--- config.mk ---
export PLATFORM = sky130hd
export DESIGN_NAME = fpu_op_sequencer_flat
export DESIGN_NICKNAME = d
export VERILOG_FILES = /design/src/rtl/fpu_op_sequencer_if.sv /design/src/rtl/fpu_op_sequencer.sv /design/src/flat_wrapper.sv
export SDC_FILE = /design/constraint.sdc
export NUM_CORES = 1
export LEC_CHECK = 0
export ABC_AREA = 1
export BUFFER_PORTS_ARGS = -buffer_cell sky130_fd_sc_hd__buf_4
export CORE_MARGIN = 2
export CORE_UTILIZATION = 55
export CTS_BUF_LIST = sky130_fd_sc_hd__clkbuf_4 sky130_fd_sc_hd__clkbuf_8 sky130_fd_sc_hd__clkbuf_16
export DETAILED_ROUTE_END_ITERATION = 7
export PLACE_DENSITY = 0.81
export SLEW_MARGIN = 10
export SYNTH_ARGS = -nofsm -noshare
export SYNTH_HDL_FRONTEND = slang
export SYNTH_SLANG_ARGS = --single-unit
--- constraint.sdc ---
create_clock -name clk -period 6.2 [get_ports clk]
set_input_delay 1.24 -clock clk [delete_from_list [all_inputs] [get_ports clk]]
set_output_delay 1.24 -clock clk [all_outputs]
set_load 0.005 [all_outputs]
--- src/rtl/fpu_op_sequencer_if.sv ---
// Command, FPU-side and response signals of the FPU op sequencer.
// The master modport is the sequencer's view; slave is the environment (producer, FPU, consumer).
interface fpu_op_sequencer_if #(
  parameter int DEPTH = 4,
  parameter int TAG_W = 4
);
  localparam int CNT_W = $clog2(DEPTH) + 1;

  logic             cmd_valid;
  logic             cmd_ready;
  logic [31:0]      cmd_a;
  logic [31:0]      cmd_b;
  logic [1:0]       cmd_op;
  logic [TAG_W-1:0] cmd_tag;

  logic             fpu_start;
  logic [31:0]      fpu_a;
  logic [31:0]      fpu_b;
  logic [1:0]       fpu_op;
  logic             fpu_done;
  logic [31:0]      fpu_result;

  logic             rsp_valid;
  logic             rsp_ready;
  logic [31:0]      rsp_result;
  logic [TAG_W-1:0] rsp_tag;
  logic             rsp_timeout;

  logic             busy;
  logic [CNT_W-1:0] count;

  modport master (
    input  cmd_valid, cmd_a, cmd_b, cmd_op, cmd_tag,
    input  fpu_done, fpu_result,
    input  rsp_ready,
    output cmd_ready,
    output fpu_start, fpu_a, fpu_b, fpu_op,
    output rsp_valid, rsp_result, rsp_tag, rsp_timeout,
    output busy, count
  );

  modport slave (
    output cmd_valid, cmd_a, cmd_b, cmd_op, cmd_tag,
    output fpu_done, fpu_result,
    output rsp_ready,
    input  cmd_ready,
    input  fpu_start, fpu_a, fpu_b, fpu_op,
    input  rsp_valid, rsp_result, rsp_tag, rsp_timeout,
    input  busy, count
  );
endinterface

--- src/rtl/fpu_op_sequencer.sv ---
// Queues single-precision FPU commands and issues them one at a time with a start pulse,
// returning each result (or a timeout NaN) with its tag in issue order.
module fpu_op_sequencer #(
  parameter int DEPTH   = 4,
  parameter int TAG_W   = 4,
  parameter int TIMEOUT = 64
) (
  input logic                clk,
  input logic                rst,
  fpu_op_sequencer_if.master bus
);
  localparam int PTR_W  = $clog2(DEPTH);
  localparam int CNT_W  = PTR_W + 1;
  localparam int WAIT_W = $clog2(TIMEOUT + 1);
  localparam logic [31:0] TIMEOUT_NAN = 32'h7FC0_0000;

  typedef enum logic [1:0] {S_IDLE, S_ISSUE, S_WAIT, S_HOLD} state_t;

  logic [31:0]      mem_a   [DEPTH];
  logic [31:0]      mem_b   [DEPTH];
  logic [1:0]       mem_op  [DEPTH];
  logic [TAG_W-1:0] mem_tag [DEPTH];

  logic [PTR_W-1:0] wr_ptr;
  logic [PTR_W-1:0] rd_ptr;
  logic [CNT_W-1:0] cnt;
  logic             full;
  logic             push;
  logic             pop;

  state_t           state;
  logic [WAIT_W-1:0] wait_cnt;
  logic             start_q;
  logic [31:0]      a_q;
  logic [31:0]      b_q;
  logic [1:0]       op_q;
  logic [TAG_W-1:0] tag_q;
  logic             rsp_valid_q;
  logic [31:0]      rsp_result_q;
  logic [TAG_W-1:0] rsp_tag_q;
  logic             rsp_timeout_q;

  // Readiness comes from the registered count only, so a full FIFO refuses even when popping.
  assign full = (cnt == CNT_W'(DEPTH));
  assign push = bus.cmd_valid && !full;
  assign pop  = (state == S_IDLE) && (cnt != '0);

  always_ff @(posedge clk) begin
    if (push) begin
      mem_a[wr_ptr]   <= bus.cmd_a;
      mem_b[wr_ptr]   <= bus.cmd_b;
      mem_op[wr_ptr]  <= bus.cmd_op;
      mem_tag[wr_ptr] <= bus.cmd_tag;
    end
  end

  always_ff @(posedge clk) begin
    if (rst) begin
      wr_ptr <= '0;
      rd_ptr <= '0;
      cnt    <= '0;
    end else begin
      if (push) wr_ptr <= wr_ptr + 1'b1;
      if (pop)  rd_ptr <= rd_ptr + 1'b1;
      case ({push, pop})
        2'b10:   cnt <= cnt + 1'b1;
        2'b01:   cnt <= cnt - 1'b1;
        default: cnt <= cnt;
      endcase
    end
  end

  // Operands stay registered from ISSUE through WAIT since the FPU samples them over many cycles.
  always_ff @(posedge clk) begin
    if (rst) begin
      state         <= S_IDLE;
      wait_cnt      <= '0;
      start_q       <= 1'b0;
      a_q           <= '0;
      b_q           <= '0;
      op_q          <= '0;
      tag_q         <= '0;
      rsp_valid_q   <= 1'b0;
      rsp_result_q  <= '0;
      rsp_tag_q     <= '0;
      rsp_timeout_q <= 1'b0;
    end else begin
      case (state)
        S_IDLE: begin
          if (pop) begin
            a_q     <= mem_a[rd_ptr];
            b_q     <= mem_b[rd_ptr];
            op_q    <= mem_op[rd_ptr];
            tag_q   <= mem_tag[rd_ptr];
            start_q <= 1'b1;
            state   <= S_ISSUE;
          end
        end
        S_ISSUE: begin
          start_q  <= 1'b0;
          wait_cnt <= '0;
          state    <= S_WAIT;
        end
        S_WAIT: begin
          // A completion on the final allowed cycle beats the timeout.
          if (bus.fpu_done) begin
            rsp_result_q  <= bus.fpu_result;
            rsp_timeout_q <= 1'b0;
            rsp_tag_q     <= tag_q;
            rsp_valid_q   <= 1'b1;
            state         <= S_HOLD;
          end else if (wait_cnt == WAIT_W'(TIMEOUT - 1)) begin
            rsp_result_q  <= TIMEOUT_NAN;
            rsp_timeout_q <= 1'b1;
            rsp_tag_q     <= tag_q;
            rsp_valid_q   <= 1'b1;
            state         <= S_HOLD;
          end else begin
            wait_cnt <= wait_cnt + 1'b1;
          end
        end
        S_HOLD: begin
          if (bus.rsp_ready) begin
            rsp_valid_q <= 1'b0;
            state       <= S_IDLE;
          end
        end
        default: state <= S_IDLE;
      endcase
    end
  end

  assign bus.cmd_ready   = !full;
  assign bus.fpu_start   = start_q;
  assign bus.fpu_a       = a_q;
  assign bus.fpu_b       = b_q;
  assign bus.fpu_op      = op_q;
  assign bus.rsp_valid   = rsp_valid_q;
  assign bus.rsp_result  = rsp_result_q;
  assign bus.rsp_tag     = rsp_tag_q;
  assign bus.rsp_timeout = rsp_timeout_q;
  assign bus.busy        = (state != S_IDLE) || (cnt != '0);
  assign bus.count       = cnt;

endmodule

--- src/flat_wrapper.sv ---
// flat-port wrapper written by rule: the top's interface ports become plain ports
module fpu_op_sequencer_flat 
#(
  parameter int DEPTH   = 4,
  parameter int TAG_W   = 4,
  parameter int TIMEOUT = 64
)
  (clk, rst, bus_cmd_valid, bus_cmd_a, bus_cmd_b, bus_cmd_op, bus_cmd_tag, bus_fpu_done, bus_fpu_result, bus_rsp_ready, bus_cmd_ready, bus_fpu_start, bus_fpu_a, bus_fpu_b, bus_fpu_op, bus_rsp_valid, bus_rsp_result, bus_rsp_tag, bus_rsp_timeout, bus_busy, bus_count);
  fpu_op_sequencer_if #(.DEPTH(DEPTH), .TAG_W(TAG_W)) bus_i ();
  input logic clk;
  input logic rst;
  input wire logic [$bits(bus_i.cmd_valid)-1:0] bus_cmd_valid;
  input wire logic [$bits(bus_i.cmd_a)-1:0] bus_cmd_a;
  input wire logic [$bits(bus_i.cmd_b)-1:0] bus_cmd_b;
  input wire logic [$bits(bus_i.cmd_op)-1:0] bus_cmd_op;
  input wire logic [$bits(bus_i.cmd_tag)-1:0] bus_cmd_tag;
  input wire logic [$bits(bus_i.fpu_done)-1:0] bus_fpu_done;
  input wire logic [$bits(bus_i.fpu_result)-1:0] bus_fpu_result;
  input wire logic [$bits(bus_i.rsp_ready)-1:0] bus_rsp_ready;
  output wire logic [$bits(bus_i.cmd_ready)-1:0] bus_cmd_ready;
  output wire logic [$bits(bus_i.fpu_start)-1:0] bus_fpu_start;
  output wire logic [$bits(bus_i.fpu_a)-1:0] bus_fpu_a;
  output wire logic [$bits(bus_i.fpu_b)-1:0] bus_fpu_b;
  output wire logic [$bits(bus_i.fpu_op)-1:0] bus_fpu_op;
  output wire logic [$bits(bus_i.rsp_valid)-1:0] bus_rsp_valid;
  output wire logic [$bits(bus_i.rsp_result)-1:0] bus_rsp_result;
  output wire logic [$bits(bus_i.rsp_tag)-1:0] bus_rsp_tag;
  output wire logic [$bits(bus_i.rsp_timeout)-1:0] bus_rsp_timeout;
  output wire logic [$bits(bus_i.busy)-1:0] bus_busy;
  output wire logic [$bits(bus_i.count)-1:0] bus_count;
  assign bus_i.cmd_valid = bus_cmd_valid;
  assign bus_i.cmd_a = bus_cmd_a;
  assign bus_i.cmd_b = bus_cmd_b;
  assign bus_i.cmd_op = bus_cmd_op;
  assign bus_i.cmd_tag = bus_cmd_tag;
  assign bus_i.fpu_done = bus_fpu_done;
  assign bus_i.fpu_result = bus_fpu_result;
  assign bus_i.rsp_ready = bus_rsp_ready;
  assign bus_cmd_ready = bus_i.cmd_ready;
  assign bus_fpu_start = bus_i.fpu_start;
  assign bus_fpu_a = bus_i.fpu_a;
  assign bus_fpu_b = bus_i.fpu_b;
  assign bus_fpu_op = bus_i.fpu_op;
  assign bus_rsp_valid = bus_i.rsp_valid;
  assign bus_rsp_result = bus_i.rsp_result;
  assign bus_rsp_tag = bus_i.rsp_tag;
  assign bus_rsp_timeout = bus_i.rsp_timeout;
  assign bus_busy = bus_i.busy;
  assign bus_count = bus_i.count;
  fpu_op_sequencer #(.DEPTH(DEPTH), .TAG_W(TAG_W), .TIMEOUT(TIMEOUT)) u_core (.clk(clk), .rst(rst), .bus(bus_i));
endmodule
==> results.sh, run 1 <==
export IMPL_grtUsageMet1_pct=28.8
export IMPL_p_seq_share_pct=43.9
export IMPL_met3_usage_pct=5.33
export IMPL_met2_usage_pct=40.1
export IMPL_pwr_share_comb_pct=26.8
export IMPL_placed_cell_area_sq_um=17000
export IMPL_postCtsHoldBufs=0
export IMPL_startpoint_type="flip-flop"
export IMPL_htreeDepth=2
export IMPL_relSlewSlack_pct=29.3
export IMPL_switchingPower_mw=2.57
export IMPL_yosys_warnings=0
export IMPL_slowest_stage="dfxtp_1"
export IMPL_fin_skew_ps=11.0
export IMPL_synth_mux_area_fraction_pct=0
export IMPL_io_pins=217
export IMPL_seq_area_frac_synth_pct=71.7
export IMPL_grt_pass1_vias=10100
export IMPL_start_util_pct=56.2
export IMPL_fin_tns_setup_ps=0
export IMPL_cts_clk_slew_worst_paths_ps=60
export IMPL_p_sw_share_pct=31.3
export IMPL_final_max_slew_viol_count=0
export IMPL_syn_nets=1416
export IMPL_clockPowerShare_pct=29.3
export IMPL_die_h_microns=170
export IMPL_synth_most_common_cell="edfxtp_1"
export IMPL_dp_hpwl_mm=19.6
export IMPL_p_leak_nw=6.83
export IMPL_grt_max_degree=104
export IMPL_synth_adder_area_share_pct=0.953
export IMPL_cp_end_kind="primary output"
export IMPL_stdcell_area_sq_um=18400
export IMPL_worstMarginPinSlew_ps=1060
export IMPL_final_nets=1606
export IMPL_crit_family="flip-flops"
export IMPL_synth_edf_count=280
export IMPL_ys_async_sr_fraction_pct=0
export IMPL_path_class="flip-flop to primary output"
export IMPL_crit_required_ps=4960
export IMPL_cts_inserted_buffers=39
export IMPL_clock_sinks=405
export IMPL_slowest_delay_ps=330
export IMPL_firstDrtPassIters=5
export IMPL_synthFlopType="edfxtp_1"
export IMPL_port_buffers=216
export IMPL_p_per_area_nw_per_um2=447
export IMPL_area_growth_pct=20.6
export IMPL_synth_compound_area_share_pct=11.8
export IMPL_ys_seq_elements=405
export IMPL_drtIter0Drc=891
export IMPL_placementRows=60
export IMPL_fin_crit_ps=2920
export IMPL_drive_above_1_share_pct=25.3
export IMPL_grt_overflow=0
export IMPL_core_sq_um=27100
export IMPL_final_hold_viol_count=0
export IMPL_dieArea_sq_um=29000
export IMPL_viasPerCell=5.47
export IMPL_drc=0
export IMPL_yosys_area_top_type="edfxtp_1"
export IMPL_yosys_area_share_xor_xnor_pct=0
export IMPL_arrival_ps=1680
export IMPL_cts_tree="built"
export IMPL_busiest_layer="met2"
export IMPL_synth_top_family_by_area="compound AO/OA/AOI/OAI gates"
export IMPL_cts_resized=0
export IMPL_path_buf_inv=2
export IMPL_synth_distinct_cells=26
export IMPL_drt_wirelength_per_cell_microns=17.9
export IMPL_gp_congestion=0.763
export IMPL_antenna_found_initial=2
export IMPL_cts_setup_buffers=0
export IMPL_fillers=1926
export IMPL_grt_pass1_wl_mm=52.5
export IMPL_drt_wl_total_mm=33.9
export IMPL_syn_area_sq_um=15200
export IMPL_grt_use_total_pct=23.1
export IMPL_synthCells=1298
export IMPL_synth_area_leaders="edfxtp_1, dfxtp_1, o21ai_0, nor2_1, o22ai_1"
export IMPL_fmax_mhz=343
export IMPL_finalSetupViolations=0
export IMPL_ir_drop_v=0.000284
export IMPL_avgSynthCellArea_sq_um=11.7
export IMPL_rsz0062_at_grt="false"
export IMPL_ant_nets=0
export IMPL_status="complete, no violations"
export IMPL_clk_latency_ps=520
export IMPL_synth_top_area_share_pct=55.2
export IMPL_maxCapViolCount=0
export IMPL_chipWidth_microns=170
export IMPL_utilization_pct=67.8
export IMPL_power_internal_mw=5.64
export IMPL_crit_chain="inv_1, ha_1, nand4_1, buf_4"
export IMPL_vias=10400
export IMPL_clockRootBuffer="clkbuf_16"
export IMPL_path_max_fanout=5
export IMPL_clk_path_buf_depth=3
export IMPL_min_period_over_period_pct=47.0
export IMPL_synth_simple_gate_area_share_pct=11.8
export IMPL_hold_class="flip-flop to flip-flop"
export IMPL_synth_commonest_cells="edfxtp_1, nor2_1, o21ai_0, dfxtp_1, nand2_1"
export IMPL_timing_hold_ws_ps=460
[path summary, 6_finish.rpt]
kind                 startpoint             endpoint  slack [ps]  depth (start not counted)
max             u_core.state[0]             bus_busy        3280                          4
min          u_core.wait_cnt[6]   u_core.wait_cnt[6]         460                          2
max reg2reg     u_core.state[0]  u_core.bus.count[2]        3560                         11
min reg2reg  u_core.wait_cnt[6]   u_core.wait_cnt[6]         460                          2
[cell families (layout without fill, tap and decap cells)]
group                    count (synthesis)  after routing
buffers and inverters                  118            338
AO/OA/AOI/OAI                          342            342
adder cells (fa/ha/maj)                 11             11
AND/OR/NAND/NOR                        422            422
flip-flops                             405            405
other                                    0              2
[through the flow]
stage                     cells  setup slack, ps  total power [mW]
after floorplan            1298             1360              5.01
after global placement     1819             2810              5.77
after detailed placement   1819             2750              5.85
after CTS                  1890             3250              8.27
after global routing       1890             3180              8.65
final                      1892             3280              8.21
[worst reg2reg max path, cell delays in order (launching register included)]
cell     delay [ps]
dfxtp_1         330
inv_1           110
ha_1            270
nand2_4         550
inv_2           220
ha_1            160
inv_1            70
fa_1            380
a21oi_1         140
o21ai_0         110
o21ai_0         150
a21oi_1          60
[power groups by stage]
stage	Combinational (mW)	Clock [mW]	Sequential (mW)
after floorplan	1.40	0	3.62
after global placement	2.14	0	3.64
after detailed placement	2.20	0	3.65
after CTS	2.22	2.45	3.60
after global routing	2.45	2.55	3.65
final	2.20	2.41	3.60
[layer usage]
layer	share of wire [%]	vias up	wire length (microns)
met1	41	4978	13800
met4	2.4	0	812
met5	0	-	0
li1	-	4945	-
met2	49	364	16700
met3	7.8	69	2660
[state kept, by name, summed over array words and instances, names as in the netlist, 4 cells and up]
| name | cells |
|---|---|
| u_core.wait_cnt | 7 |
| u_core.mem_a | 128 |
| u_core.bus.rsp_result | 32 |
| u_core.bus.fpu_b | 32 |
| u_core.mem_tag | 16 |
| u_core.bus.fpu_a | 32 |
| u_core.mem_b | 128 |
| u_core.mem_op | 8 |
| u_core.tag_q | 4 |
| u_core.bus.rsp_tag | 4 |
[placed cells by master (no fill, tap or decap)]
cell and count:
nor3b_1 1, dfxtp_1 123, edfxtp_1 280, o21ai_0 213
nor2_2 69, nor2_4 4, nand4_1 4, bufinv_16 3
a21oi_1 42, clkinvlp_4 1, diode_2 2, a211oi_1 1
clkinv_4 1, dfxtp_4 1, clkbuf_16 41, fa_1 1
clkinv_1 4, ha_1 10, nand3_1 14, dfxtp_2 1
o21ai_1 16, and3_1 1, inv_1 29, buf_4 229
nand2_2 3, inv_6 1, clkbuf_8 5, clkinv_2 2
nor2_1 243, clkbuf_4 14, inv_2 8, o22ai_1 70
nand2_1 82, nand2_4 1
[layout make-up]
type                       instances  area [sq um]  share of cell area, %
inverter                          38           148                  0.804
clock inverter                    11           131                  0.715
clock buffer                      60          1200                   6.53
tap                              372           465                   2.53
timing repair buffer             229          1720                   9.36
sequential                       405         10900                   59.4
antenna                            2          5.00                 0.0272
multi-input combinational        775          3780                   20.6
(Power assumes the default switching activity.)
==> run 2: changes to the inputs <==
- clock period: 6.2 -> 3 ns (I/O delays scaled with it)
==> run 2 against run 1 <==
Compared with the run above:
- combinational power increased by 120%
- core utilization is 0.70 points higher
- cell count rose by 0.48%
- sequential power rose by 110%
- power grew 110%
- largest cell class unchanged
==> results.sh, run 2 (synthesized netlist as in run 1, its figures left out) <==
export IMPL_status="complete, no violations"
export IMPL_crit_start="u_core.state[0]"
export IMPL_reg2reg_slack_ps=990
export IMPL_grt_use_total_pct=23.5
export IMPL_drt_wirelength_per_cell_microns=18.2
export IMPL_vias=10500
export IMPL_layout_common_cells="edfxtp_1, nor2_1, buf_4"
export IMPL_slowest_delay_ps=330
export IMPL_crit_path_end="bus_busy"
export IMPL_antenna_found_initial=1
export IMPL_arrival_ps=1710
export IMPL_chipWidth_microns=170
export IMPL_p_sw_share_pct=31.4
export IMPL_switchingPower_mw=5.41
export IMPL_viasPerCell=5.51
export IMPL_fin_skew_ps=15.4
export IMPL_grt_max_degree=142
export IMPL_final_instance_count_excl_fill=1901
export IMPL_firstDrtPassIters=7
export IMPL_utilization_pct=68.5
export IMPL_cp_depth=4
export IMPL_p_per_area_nw_per_um2=929
export IMPL_relSlewSlack_pct=36.6
export IMPL_drt_wl_total_mm=34.5
export IMPL_grt_overflow=0
export IMPL_start_util_pct=56.2
export IMPL_drc=0
export IMPL_dieArea_sq_um=29000
export IMPL_cts_setup_buffers=0
export IMPL_grt_pass1_wl_mm=53.2
export IMPL_final_nets=1614
export IMPL_min_period_over_period_pct=77.1
export IMPL_port_buffers=216
export IMPL_slowest_stage="dfxtp_1"
export IMPL_grt_pass1_vias=10400
export IMPL_hold_class="input port to flip-flop"
export IMPL_final_common_cell="edfxtp_1"
export IMPL_rsz0062_at_grt="false"
export IMPL_p_leak_nw=6.93
export IMPL_dp_hpwl_mm=20.1
export IMPL_ant_nets=0
export IMPL_power_internal_mw=11.8
export IMPL_final_hold_viol_count=0
export IMPL_crit_chain="inv_1, ha_1, nand4_1, buf_4"
export IMPL_cts_clk_slew_worst_paths_ps=60
export IMPL_fmax_mhz=432
export IMPL_htreeDepth=2
export IMPL_clock_sinks=405
export IMPL_fillers=1920
export IMPL_cts_inserted_buffers=40
export IMPL_fin_tns_setup_ps=0
export IMPL_path_buf_inv=2
export IMPL_drive_above_1_share_pct=25.9
export IMPL_cp_end_kind="primary output"
export IMPL_ir_drop_v=0.000629
export IMPL_fin_ws_ps=686
export IMPL_placementRows=60
export IMPL_io_pins=217
export IMPL_crit_family="buffers and inverters"
export IMPL_cts_resized=0
export IMPL_startpoint_type="flip-flop"
export IMPL_dpl_cell_count=1826
export IMPL_maxCapViolCount=0
export IMPL_die_h_microns=170
export IMPL_gp_congestion=0.783
export IMPL_r2r_start="u_core.state[0]"
export IMPL_r2r_end="u_core.bus.fpu_a[23]"
export IMPL_clk_path_buf_depth=3
export IMPL_largestRegisters="u_core.mem_a: 128 flops, u_core.mem_b: 128 flops"
export IMPL_area_growth_pct=21.9
export IMPL_clk_latency_ps=530
export IMPL_power_total_mw=17.2
export IMPL_path_max_fanout=5
export IMPL_clockPowerShare_pct=29.5
export IMPL_crit_required_ps=2400
export IMPL_final_max_slew_viol_count=0
export IMPL_place_ws_ps=917
export IMPL_path_class="flip-flop to primary output"
export IMPL_r2r_cells=6
export IMPL_postCtsHoldBufs=0
export IMPL_clockRootBuffer="clkbuf_16"
export IMPL_core_sq_um=27100
export IMPL_finalSetupViolations=0
export IMPL_fin_crit_ps=2310
export IMPL_cts_tree="built"
export IMPL_p_seq_share_pct=42.8
export IMPL_drtIter0Drc=750
export IMPL_pwr_share_comb_pct=27.7
export IMPL_worstMarginPinSlew_ps=951
run 2: cell types whose count changed in the layout (fill, tap and decap cells not counted), moves of 2 or more:
| cell | before | now |
|---|---|---|
| buf_12 | 0 | 8 |
| clkinv_2 | 2 | 5 |
| clkbuf_4 | 14 | 16 |
| clkinv_1 | 4 | 2 |
run 2: final cells by class:
type                    count  area [sq um]  share of cell area (%)
flip-flops and latches    405         10900                    58.8
multi-input cells         775          3780                    20.4
repair buffers            236          1870                    10.1
clock buffers              62          1230                    6.61
well taps                 372           465                    2.51
inverters                  38           148                   0.796
clock inverters            12           145                   0.782
diodes                      1          2.50                  0.0135
run 2: power groups by stage:
stage,clock network [mW],registers [mW],logic (mW)
6_report,5.08,7.38,4.77
5_1_grt,5.34,7.46,5.32
4_1_cts,5.14,7.38,4.79
3_5_place_dp,0,7.47,4.76
3_3_place_gp,0,7.46,4.60
2_1_floorplan,0,7.46,2.89
run 2: worst min path at each step:
stage | slack (ps) | cells past startpoint | to | start
2_1_floorplan | 420 | 2 | u_core.wait_cnt[6] | u_core.wait_cnt[6]
3_3_place_gp | 440 | 2 | u_core.wait_cnt[6] | u_core.wait_cnt[6]
3_5_place_dp | 430 | 2 | u_core.wait_cnt[6] | u_core.wait_cnt[6]
4_1_cts | 250 | 1 | u_core.mem_b[0][3] | bus_cmd_b[3]
5_1_grt | 250 | 1 | u_core.mem_b[3][11] | bus_cmd_b[11]
6_report | 270 | 1 | u_core.mem_b[0][3] | bus_cmd_b[3]
run 2: layer usage:
layer / GRT usage, % / part of all wire, % / vias up
met2: 40.6 / 49 / 445
met3: 5.93 / 8.9 / 61
li1: - / - / 4950
met5: 0 / 0 / -
met1: 28.5 / 40 / 5027
met4: 9.10 / 2.2 / 0
run 2: through the flow:
step	area [sq um]	hold slack (ps)
finish	18600	267
global route	18600	247
CTS	18600	253
detailed placement	17200	434
global placement	17200	437
floorplan	15200	420
==> run 3: changes to the inputs <==
- CORE_UTILIZATION: 55 -> 51
- PLACE_DENSITY: 0.81 -> 0.79
- clock period: 3 -> 2 ns (I/O delays scaled with it)
==> run 3 against run 2 <==
Compared with the run above:
- cell area up 1.0%
- cell count is 1.5% higher
- count of clock-buffer cells in the layout is 9 lower
- hold slack lost 200 ps
- register-to-register slack got worse by 850 ps
- non-clock buffer count increased by 6
- sequential power increased by 50%
==> results.sh, run 3 (synthesized netlist as in run 1, its figures left out) <==
export IMPL_clk_path_buf_depth=3
export IMPL_final_nets=1622
export IMPL_htreeDepth=2
export IMPL_grtUsageMet1_pct=27.9
export IMPL_crit_family="flip-flops"
export IMPL_slowest_delay_ps=380
export IMPL_p_leak_nw=6.97
export IMPL_postCtsHoldBufs=0
export IMPL_vias=10400
export IMPL_busiest_layer="met2"
export IMPL_clock_sinks=405
export IMPL_startpoint_type="flip-flop"
export IMPL_arrival_ps=1510
export IMPL_dpl_cell_count=1849
export IMPL_slowest_stage="dfxtp_1"
export IMPL_drt_wl_total_mm=34.2
export IMPL_grt_overflow=0
export IMPL_crit_path_frequent_cell="buf_4"
export IMPL_final_hold_viol_count=0
export IMPL_met3_usage_pct=5.24
export IMPL_grt_pass1_vias=10100
export IMPL_path_buf_inv=3
export IMPL_clockRootBuffer="clkbuf_16"
export IMPL_met2_usage_pct=36.6
export IMPL_area_growth_pct=23.1
export IMPL_core_sq_um=29500
export IMPL_path_max_fanout=3
export IMPL_grt_max_degree=96
export IMPL_io_pins=217
export IMPL_ir_drop_v=0.000914
export IMPL_worstMarginPinSlew_ps=973
export IMPL_drtIter0Drc=865
export IMPL_final_instance_count_excl_fill=1929
export IMPL_layout_common_cells="edfxtp_1, nor2_1, buf_4"
export IMPL_path_class="flip-flop to primary output"
export IMPL_crit_required_ps=1600
export IMPL_fin_crit_ps=1910
export IMPL_port_buffers=216
export IMPL_fin_skew_ps=13.2
export IMPL_crit_chain="inv_2, ha_4, buf_4, nand4_1, buf_4"
export IMPL_largestRegisters="u_core.mem_a: 128 flops, u_core.mem_b: 128 flops"
export IMPL_chipWidth_microns=177
export IMPL_cp_end_kind="primary output"
export IMPL_relSlewSlack_pct=35.1
export IMPL_drc=0
export IMPL_fin_tns_setup_ps=0
export IMPL_final_common_cell="edfxtp_1"
export IMPL_start_util_pct=51.6
export IMPL_cts_clk_slew_worst_paths_ps=60
export IMPL_placementRows=63
export IMPL_cts_inserted_buffers=42
export IMPL_viasPerCell=5.37
export IMPL_hold_class="input port to flip-flop"
export IMPL_cts_tree="built"
export IMPL_drive_above_1_share_pct=26.6
export IMPL_antenna_found_initial=1
export IMPL_final_max_slew_viol_count=0
export IMPL_maxCapViolCount=0
export IMPL_grt_use_total_pct=21.7
export IMPL_grt_pass1_wl_mm=53.0
export IMPL_p_per_area_nw_per_um2=1390
export IMPL_firstDrtPassIters=5
export IMPL_status="complete, no violations"
export IMPL_finalSetupViolations=0
export IMPL_gp_congestion=0.814
export IMPL_rsz0062_at_grt="false"
export IMPL_ant_nets=0
export IMPL_drt_wirelength_per_cell_microns=17.7
export IMPL_fmax_mhz=523
export IMPL_dieArea_sq_um=31200
export IMPL_power_total_mw=26.0
export IMPL_dp_hpwl_mm=19.7
export IMPL_clk_latency_ps=530
export IMPL_min_period_over_period_pct=95.7
export IMPL_die_h_microns=177
export IMPL_timing_hold_ws_ps=65.5
[run 3: changes by cell type in the layout (fill, tap and decap cells not counted), sizes merged]
cell,previous run,this run
buf,236,242
clkinvlp,0,2
inv,39,41
clkinv,8,18
bufinv,3,2
clkbuf,62,53
[run 3: what timing repair did]
action,4_1_cts,5_1_grt
setup buffers,1,0
resized for setup,1,6
pin swaps,1,1
endpoints found under the setup margin,1,7
[run 3: per-layer routing]
| layer | share of wire (%) | vias up | routed length (microns) |
|---|---|---|---|
| met5 | 0 | - | 0 |
| li1 | - | 4980 | - |
| met4 | 2.0 | 0 | 677 |
| met2 | 48 | 374 | 16400 |
| met1 | 41 | 4952 | 14200 |
| met3 | 8.7 | 46 | 2960 |
[run 3: where the power goes]
| group | internal, mW | switching, mW |
|---|---|---|
| clock | 4.40 | 3.14 |
| combinational | 2.80 | 4.54 |
| sequential | 10.5 | 0.634 |
| total | 17.7 | 8.32 |
[run 3: path summary, 6_finish.rpt]
path | startpoint | to | slack, ps | cells past startpoint
min reg2reg | u_core.wait_cnt[6] | u_core.wait_cnt[6] | 450 | 2
max reg2reg | u_core.state[1] | u_core.bus.count[2] | 140 | 11
min | bus_cmd_a[24] | u_core.mem_a[1][24] | 70 | 1
max | u_core.state[1] | bus_busy | 90 | 5
[run 3: metrics by stage]
step	area, sq um	util (%)	setup slack [ps]
2_1_floorplan	15300	-	-65.5
3_3_place_gp	17400	58.9	119
3_5_place_dp	17400	58.9	18.5
4_1_cts	18700	63.5	13.9
5_1_grt	18700	63.6	4.75
6_report	18700	63.6	86.2
[run 3: area by class of cell]
type	instances	area (sq um)
repair buffers	242	2000
inverters	38	150
well taps	390	488
multi-input cells	775	3820
diodes	1	2.50
clock inverters	25	199
fillers	2272	10700
clock buffers	53	1160
flip-flops and latches	405	10900
[run 3: worst reg2reg max path, cell delays in order (launching register included)]
cell and delay [ps]:
dfxtp_1 340, inv_2 100, ha_4 160, nand2_4 50, inv_2 60, ha_1 130, inv_1 70, fa_1 400
a21oi_1 160, o21ai_1 100, o21ai_1 130, a21oi_1 60
